### config.mk
export PLATFORM = sky130hd
export DESIGN_NAME = mem_req_ctrl
export DESIGN_NICKNAME = d
export VERILOG_FILES = /design/src/rtl/mem_req_ctrl_pkg.sv /design/src/rtl/mem_req_ctrl_load_align.sv /design/src/rtl/mem_req_ctrl.sv
export SDC_FILE = /design/constraint.sdc
export NUM_CORES = 1
export LEC_CHECK = 0
export CAP_MARGIN = 20
export CORE_MARGIN = 2
export CORE_UTILIZATION = 35
export DETAILED_ROUTE_END_ITERATION = 10
export GPL_TIMING_DRIVEN = 0
export HOLD_SLACK_MARGIN = 0.02
export PLACE_DENSITY = 0.8
export RECOVER_POWER = 25
export SETUP_SLACK_MARGIN = 0.2
export SYNTH_ARGS = -nofsm -noshare
export SYNTH_HDL_FRONTEND = slang
export SYNTH_SLANG_ARGS = --single-unit
### constraint.sdc
create_clock -name clk_i -period 1.9 [get_ports clk_i]
set_clock_uncertainty 0.15 [all_clocks]
set_input_delay 0.38 -clock clk_i [delete_from_list [all_inputs] [get_ports clk_i]]
set_output_delay 0.38 -clock clk_i [all_outputs]
set_load 0.01 [all_outputs]
### src/rtl/mem_req_ctrl_pkg.sv
// Shared CPU definitions for the MEM-stage data-bus controller: access size
// encodings, controller state encoding and small alignment helpers.
package mem_req_ctrl_pkg;

  localparam logic [1:0] SIZE_BYTE = 2'd0;
  localparam logic [1:0] SIZE_HALF = 2'd1;
  localparam logic [1:0] SIZE_WORD = 2'd2;

  typedef enum logic [1:0] {
    ST_IDLE = 2'd0,
    ST_ADDR = 2'd1,
    ST_DATA = 2'd2,
    ST_DONE = 2'd3
  } state_e;

  // Halves need an even address, words need a 4-byte-aligned one.
  function automatic logic misaligned(input logic [1:0] size, input logic [1:0] addr_lo);
    return ((size == SIZE_HALF) && addr_lo[0]) ||
           ((size == SIZE_WORD) && (addr_lo != 2'b00));
  endfunction

  function automatic logic [31:0] replicate_wdata(input logic [1:0] size, input logic [31:0] sd);
    logic [31:0] res;
    case (size)
      SIZE_BYTE: res = {4{sd[7:0]}};
      SIZE_HALF: res = {2{sd[15:0]}};
      default:   res = sd;
    endcase
    return res;
  endfunction

endpackage

### src/rtl/mem_req_ctrl_load_align.sv
// Load formatting: picks the byte/half lane addressed by addr[1:0] out of the
// bus read word and sign- or zero-extends it to 32 bits.
module load_align
  import mem_req_ctrl_pkg::*;
(
  input  logic [31:0] rdata_i,
  input  logic [1:0]  addr_i,
  input  logic [1:0]  size_i,
  input  logic        sign_i,
  output logic [31:0] result_o
);

  logic [7:0]  byte_sel;
  logic [15:0] half_sel;

  always_comb begin
    byte_sel = rdata_i[7:0];
    case (addr_i)
      2'd1:    byte_sel = rdata_i[15:8];
      2'd2:    byte_sel = rdata_i[23:16];
      2'd3:    byte_sel = rdata_i[31:24];
      default: byte_sel = rdata_i[7:0];
    endcase
    half_sel = addr_i[1] ? rdata_i[31:16] : rdata_i[15:0];

    case (size_i)
      SIZE_BYTE: result_o = {{24{sign_i & byte_sel[7]}}, byte_sel};
      SIZE_HALF: result_o = {{16{sign_i & half_sel[15]}}, half_sel};
      default:   result_o = rdata_i;
    endcase
  end

endmodule

### src/rtl/mem_req_ctrl.sv
// MEM-stage load/store controller: issues one SRAM-like bus transaction per
// access, stalls the pipeline until the data phase ends and formats loads.
module mem_req_ctrl
  import mem_req_ctrl_pkg::*;
(
  input  logic        clk_i,
  input  logic        resetn_i,
  input  logic        mem_valid_i,
  input  logic        mem_wr_i,
  input  logic [1:0]  mem_size_i,
  input  logic        load_sign_i,
  input  logic [31:0] addr_i,
  input  logic [31:0] store_data_i,
  input  logic        advance_i,
  input  logic        flush_i,
  output logic        mem_stall_o,
  output logic [31:0] load_data_o,
  output logic        addr_err_o,
  output logic        data_req_o,
  output logic        data_wr_o,
  output logic [1:0]  data_size_o,
  output logic [31:0] data_addr_o,
  output logic [31:0] data_wdata_o,
  input  logic        data_addr_ok_i,
  input  logic        data_data_ok_i,
  input  logic [31:0] data_rdata_i
);

  state_e      state_q, state_d;
  logic        wr_q, wr_d;
  logic [1:0]  size_q, size_d;
  logic        sign_q, sign_d;
  logic [31:0] addr_q, addr_d;
  logic [31:0] wdata_q, wdata_d;
  logic [31:0] load_data_q, load_data_d;
  logic        kill_q, kill_d;
  logic        access;
  logic [31:0] fmt_data;

  assign addr_err_o  = (state_q == ST_IDLE) & mem_valid_i & misaligned(mem_size_i, addr_i[1:0]);
  // Gating with resetn_i keeps the bus request quiet while reset is held.
  assign access      = resetn_i & mem_valid_i & ~flush_i & ~addr_err_o;
  assign load_data_o = load_data_q;

  load_align u_load_align (
    .rdata_i  (data_rdata_i),
    .addr_i   (addr_q[1:0]),
    .size_i   (size_q),
    .sign_i   (sign_q),
    .result_o (fmt_data)
  );

  always_comb begin
    state_d      = state_q;
    wr_d         = wr_q;
    size_d       = size_q;
    sign_d       = sign_q;
    addr_d       = addr_q;
    wdata_d      = wdata_q;
    load_data_d  = load_data_q;
    kill_d       = kill_q;
    data_req_o   = 1'b0;
    mem_stall_o  = 1'b0;
    data_wr_o    = wr_q;
    data_size_o  = size_q;
    data_addr_o  = addr_q;
    data_wdata_o = wdata_q;

    case (state_q)
      ST_IDLE: begin
        if (access) begin
          data_req_o   = 1'b1;
          mem_stall_o  = 1'b1;
          data_wr_o    = mem_wr_i;
          data_size_o  = mem_size_i;
          data_addr_o  = addr_i;
          data_wdata_o = replicate_wdata(mem_size_i, store_data_i);
          wr_d         = mem_wr_i;
          size_d       = mem_size_i;
          sign_d       = load_sign_i;
          addr_d       = addr_i;
          wdata_d      = replicate_wdata(mem_size_i, store_data_i);
          kill_d       = 1'b0;
          state_d      = data_addr_ok_i ? ST_DATA : ST_ADDR;
        end
      end
      ST_ADDR: begin
        data_req_o  = 1'b1;
        mem_stall_o = 1'b1;
        if (data_addr_ok_i) state_d = ST_DATA;
      end
      ST_DATA: begin
        // A flush seen in any data cycle drops the result but the bus
        // transaction must still be allowed to finish.
        mem_stall_o = 1'b1;
        if (flush_i) kill_d = 1'b1;
        if (data_data_ok_i) begin
          if (flush_i | kill_q) begin
            state_d = ST_IDLE;
          end else begin
            state_d = ST_DONE;
            if (!wr_q) load_data_d = fmt_data;
          end
        end
      end
      ST_DONE: begin
        if (advance_i | flush_i) state_d = ST_IDLE;
      end
      default: state_d = ST_IDLE;
    endcase
  end

  always_ff @(posedge clk_i or negedge resetn_i) begin
    if (!resetn_i) begin
      state_q     <= ST_IDLE;
      wr_q        <= 1'b0;
      size_q      <= SIZE_BYTE;
      sign_q      <= 1'b0;
      addr_q      <= 32'h0;
      wdata_q     <= 32'h0;
      load_data_q <= 32'h0;
      kill_q      <= 1'b0;
    end else begin
      state_q     <= state_d;
      wr_q        <= wr_d;
      size_q      <= size_d;
      sign_q      <= sign_d;
      addr_q      <= addr_d;
      wdata_q     <= wdata_d;
      load_data_q <= load_data_d;
      kill_q      <= kill_d;
    end
  end

endmodule

==> results.json <==
{
  "rr_startpoint": "state_q[1]$_DFFE_PN0P_",
  "crit_required_ns": 1.37,
  "start_kind": "flop",
  "powerDensity_nw_per_um2": 1420,
  "grt_pass1_vias": 5598,
  "yosys_warnings": 0,
  "start_util_pct": 35.8,
  "p_leak_uw": 0.00466,
  "r2r-end": "wdata_q[17]$_DFF_PN0_",
  "tritoncts": "done",
  "wl_met1_mm": 7.90,
  "cp_data_arrival_time_ns": 1.97,
  "grt_setup_unrepaired": "yes",
  "area_delta_synth_final_pct": 104,
  "synth_cell_types": 39,
  "routed_wl_mm": 21.5,
  "clk_latency_ns": 0.36,
  "place_ws_ns": -1.65,
  "antenna_cells": 0,
  "ys_seq_area_share_pct": 52.1,
  "drt_iter0_drc": 317,
  "final_cell_mix": "buf_6 (102), dfrtp_1 (102), clkdlybuf4s50_1 (99)",
  "first_pass_iters": 5,
  "syn_nets": 655,
  "nNetsFinal": 975,
  "cpMaxStageDelayCell": "dfrtp_2",
  "r2r_cells": 14,
  "fin_crit_sh_pct": 132,
  "violations": "setup timing",
  "maxSlewViolCount": 0,
  "fp.dieH_um": 123,
  "netlist_area_um2": 4950,
  "path_max_fanout": 5,
  "final_cells": 1047,
  "ant_nets": 0,
  "clkSinkCount": 103,
  "maxUsedRoutingLayer": "met4",
  "place_congestion": 0.883,
  "rows": 43,
  "root_buffer": "clkbuf_16",
  "postLayoutCellArea_um2": 10100,
  "synthCells": 542,
  "numCtsBuffers": 9,
  "wl_met2_mm": 11.1,
  "worst_slew_pin_slew_ns": 0.935,
  "cpPeakStageDelay_ns": 0.42,
  "layout-drive-gt1-share_pct": 47.4,
  "synth.avg_cell_area_um2": 9.13,
  "finalSetupViolCount": 107,
  "track_usage_pct": 26.8,
  "wl_met3_mm": 1.38,
  "status": "finished, violations left",
  "cap_viol_max_count": 0,
  "place_inst": 930,
  "tns_ns": -45.80,
  "core_um2": 13800,
  "crit_type": "reg -> out",
  "maxSlewHeadroom_pct": 37.6,
  "dp_hpwl_mm": 12.7,
  "io_pins": 209,
  "cp-endpoint": "data_wdata_o[27]",
  "hp-class": "in -> async",
  "drc": 0,
  "vias": 5527,
  "crit_start": "state_q[1]$_DFFE_PN0P_",
  "port_buffers": 207,
  "fin_ws_ns": -0.599,
  "timing.fmax_mhz": 400,
  "h-tree-depth": 3,
  "postPlaceCellArea_um2": 7790,
  "holdWs_ns": 0.244,
  "hold_viol_final": 0,
  "cts.path.max_buffers": 2,
  "via_per_inst": 5.28,
  "path_cells": "inv_2, ha_4, o2111ai_4, buf_12, buf_8, clkbuf_16, o21ai_4, buf_6",
  "wl_per_cell_um": 20.6,
  "ys_ff_latch": 103,
  "crit_path_end_kind": "primary output",
  "grt-ovfl-total": 0,
  "worst_ir_drop_vdd_mv": 0.868,
  "grt_pass1_wl_mm": 30.2,
  "antenna_found_initial": 0,
  "regToRegSetupSlack_ns": -0.42,
  "grt_max_degree": 28,
  "die_x_um": 123,
  "finalCriticalPeriod_ns": 2.50,
  "dieArea_um2": 15100,
  "clk_pin_slew_ns": 0.08
}
-- flip-flops by register name, indices dropped and copies added, names as in the netlist --
name         count
addr_q          32
load_data_o     32
wdata_q         32
size_q           2
state_q          2
kill_q           1
sign_q           1
wr_q             1
-- layer usage --
metal | GRT usage (%) | vias up
li1 | - | 2468
met1 | 31.1 | 2711
met2 | 46.8 | 278
met3 | 4.52 | 70
met4 | 14.8 | 0
met5 | 0 | -
-- worst min path at each step --
stage	start	to	slack, ns
detailed placement	addr_q[12]$_DFF_PN0_	addr_q[12]$_DFF_PN0_	0.30
finish	resetn_i	load_data_o[21]$_DFFE_PN0P_	0.24
floorplan	resetn_i	addr_q[0]$_DFF_PN0_	-0.07
global placement	addr_q[8]$_DFF_PN0_	addr_q[8]$_DFF_PN0_	0.30
global route	resetn_i	load_data_o[22]$_DFFE_PN0P_	0.30
CTS	mem_size_i[1]	wdata_q[25]$_DFF_PN0_	0.29
-- metrics by stage --
stage                     utilization, %  total power, µW
after floorplan                        -             6780
after global placement              56.1             9730
after detailed placement            56.3             9910
after CTS                           67.9            12700
after global routing                73.1            15100
final                               73.1            14300
-- critical path, delay by kind of cell, from the launching register on --
kind / cells / cell delay (ns)
AO/OA/AOI/OAI: 2 / 0.32
adder cells (fa/ha/maj): 1 / 0.16
buffers and inverters: 5 / 0.70
flip-flops: 1 / 0.42
-- synth_stat cells (all sizes together) --
cell type    n  share of area [%]
mux2         1               0.23
a211o        7                1.2
nand2      181                 14
o22ai        4               0.51
nor2b        1               0.13
nor2        37                2.9
or3b         1               0.23
and3b        8                1.4
nand3        3               0.30
nor3b        4               0.83
o211ai       1               0.15
o2111a       1               0.23
o2111ai      1               0.30
inv         10               0.76
mux2i       29                5.9
o31ai        2               0.30
a22oi        8                1.2
nand3b       2               0.30
a31oi        1               0.43
ha           6                1.5
o21ai       43                4.3
buf         21                2.6
or3          5               0.63
a211oi       1               0.25
and3         2               0.25
o21bai       1               0.15
a21o         1               0.15
dfrtp      103                 52
a21oi       44                6.0
clkbuf      11               0.83
nand2b       2               0.25
-- power by group --
part	switching [µW]	internal, µW
logic	3940	4480
clock network	887	1070
registers	723	3220
-- cell families (layout without fill, tap and decap cells) --
logic type                 count (synthesis)  in the layout  share of synthesized area, %
adders and majority gates                  6              6                          1.52
DFF                                      103            103                          52.1
and+or+nand+nor                          246            246                          20.9
AOI/OAI and AO/OA                        115            115                          15.2
muxes                                     30             30                          6.09
buffers and inverters                     42            367                          4.17
-- final cells by class --
| cell class | instances | area (µm²) |
|---|---|---|
| Fill cell | 917 | 3720 |
| Multi-Input combinational cell | 397 | 3230 |
| Inverter | 10 | 40.0 |
| Buffer | 32 | 417 |
| Sequential cell | 103 | 2580 |
| Timing Repair Buffer | 309 | 3310 |
| Tap cell | 180 | 225 |
| Clock buffer | 12 | 246 |
| Clock inverter | 4 | 55.1 |
-- repair_timing --
item | CTS | global route
setup buffers | 56 | 25
resized for setup | 491 | 136
hold endpoints to repair | 78 | 0
pin swaps | 54 | 57
setup endpoints to repair | 205 | 149
gates cloned | 14 | 1
hold buffers | 5 | 0
(Power assumes the default switching activity.)
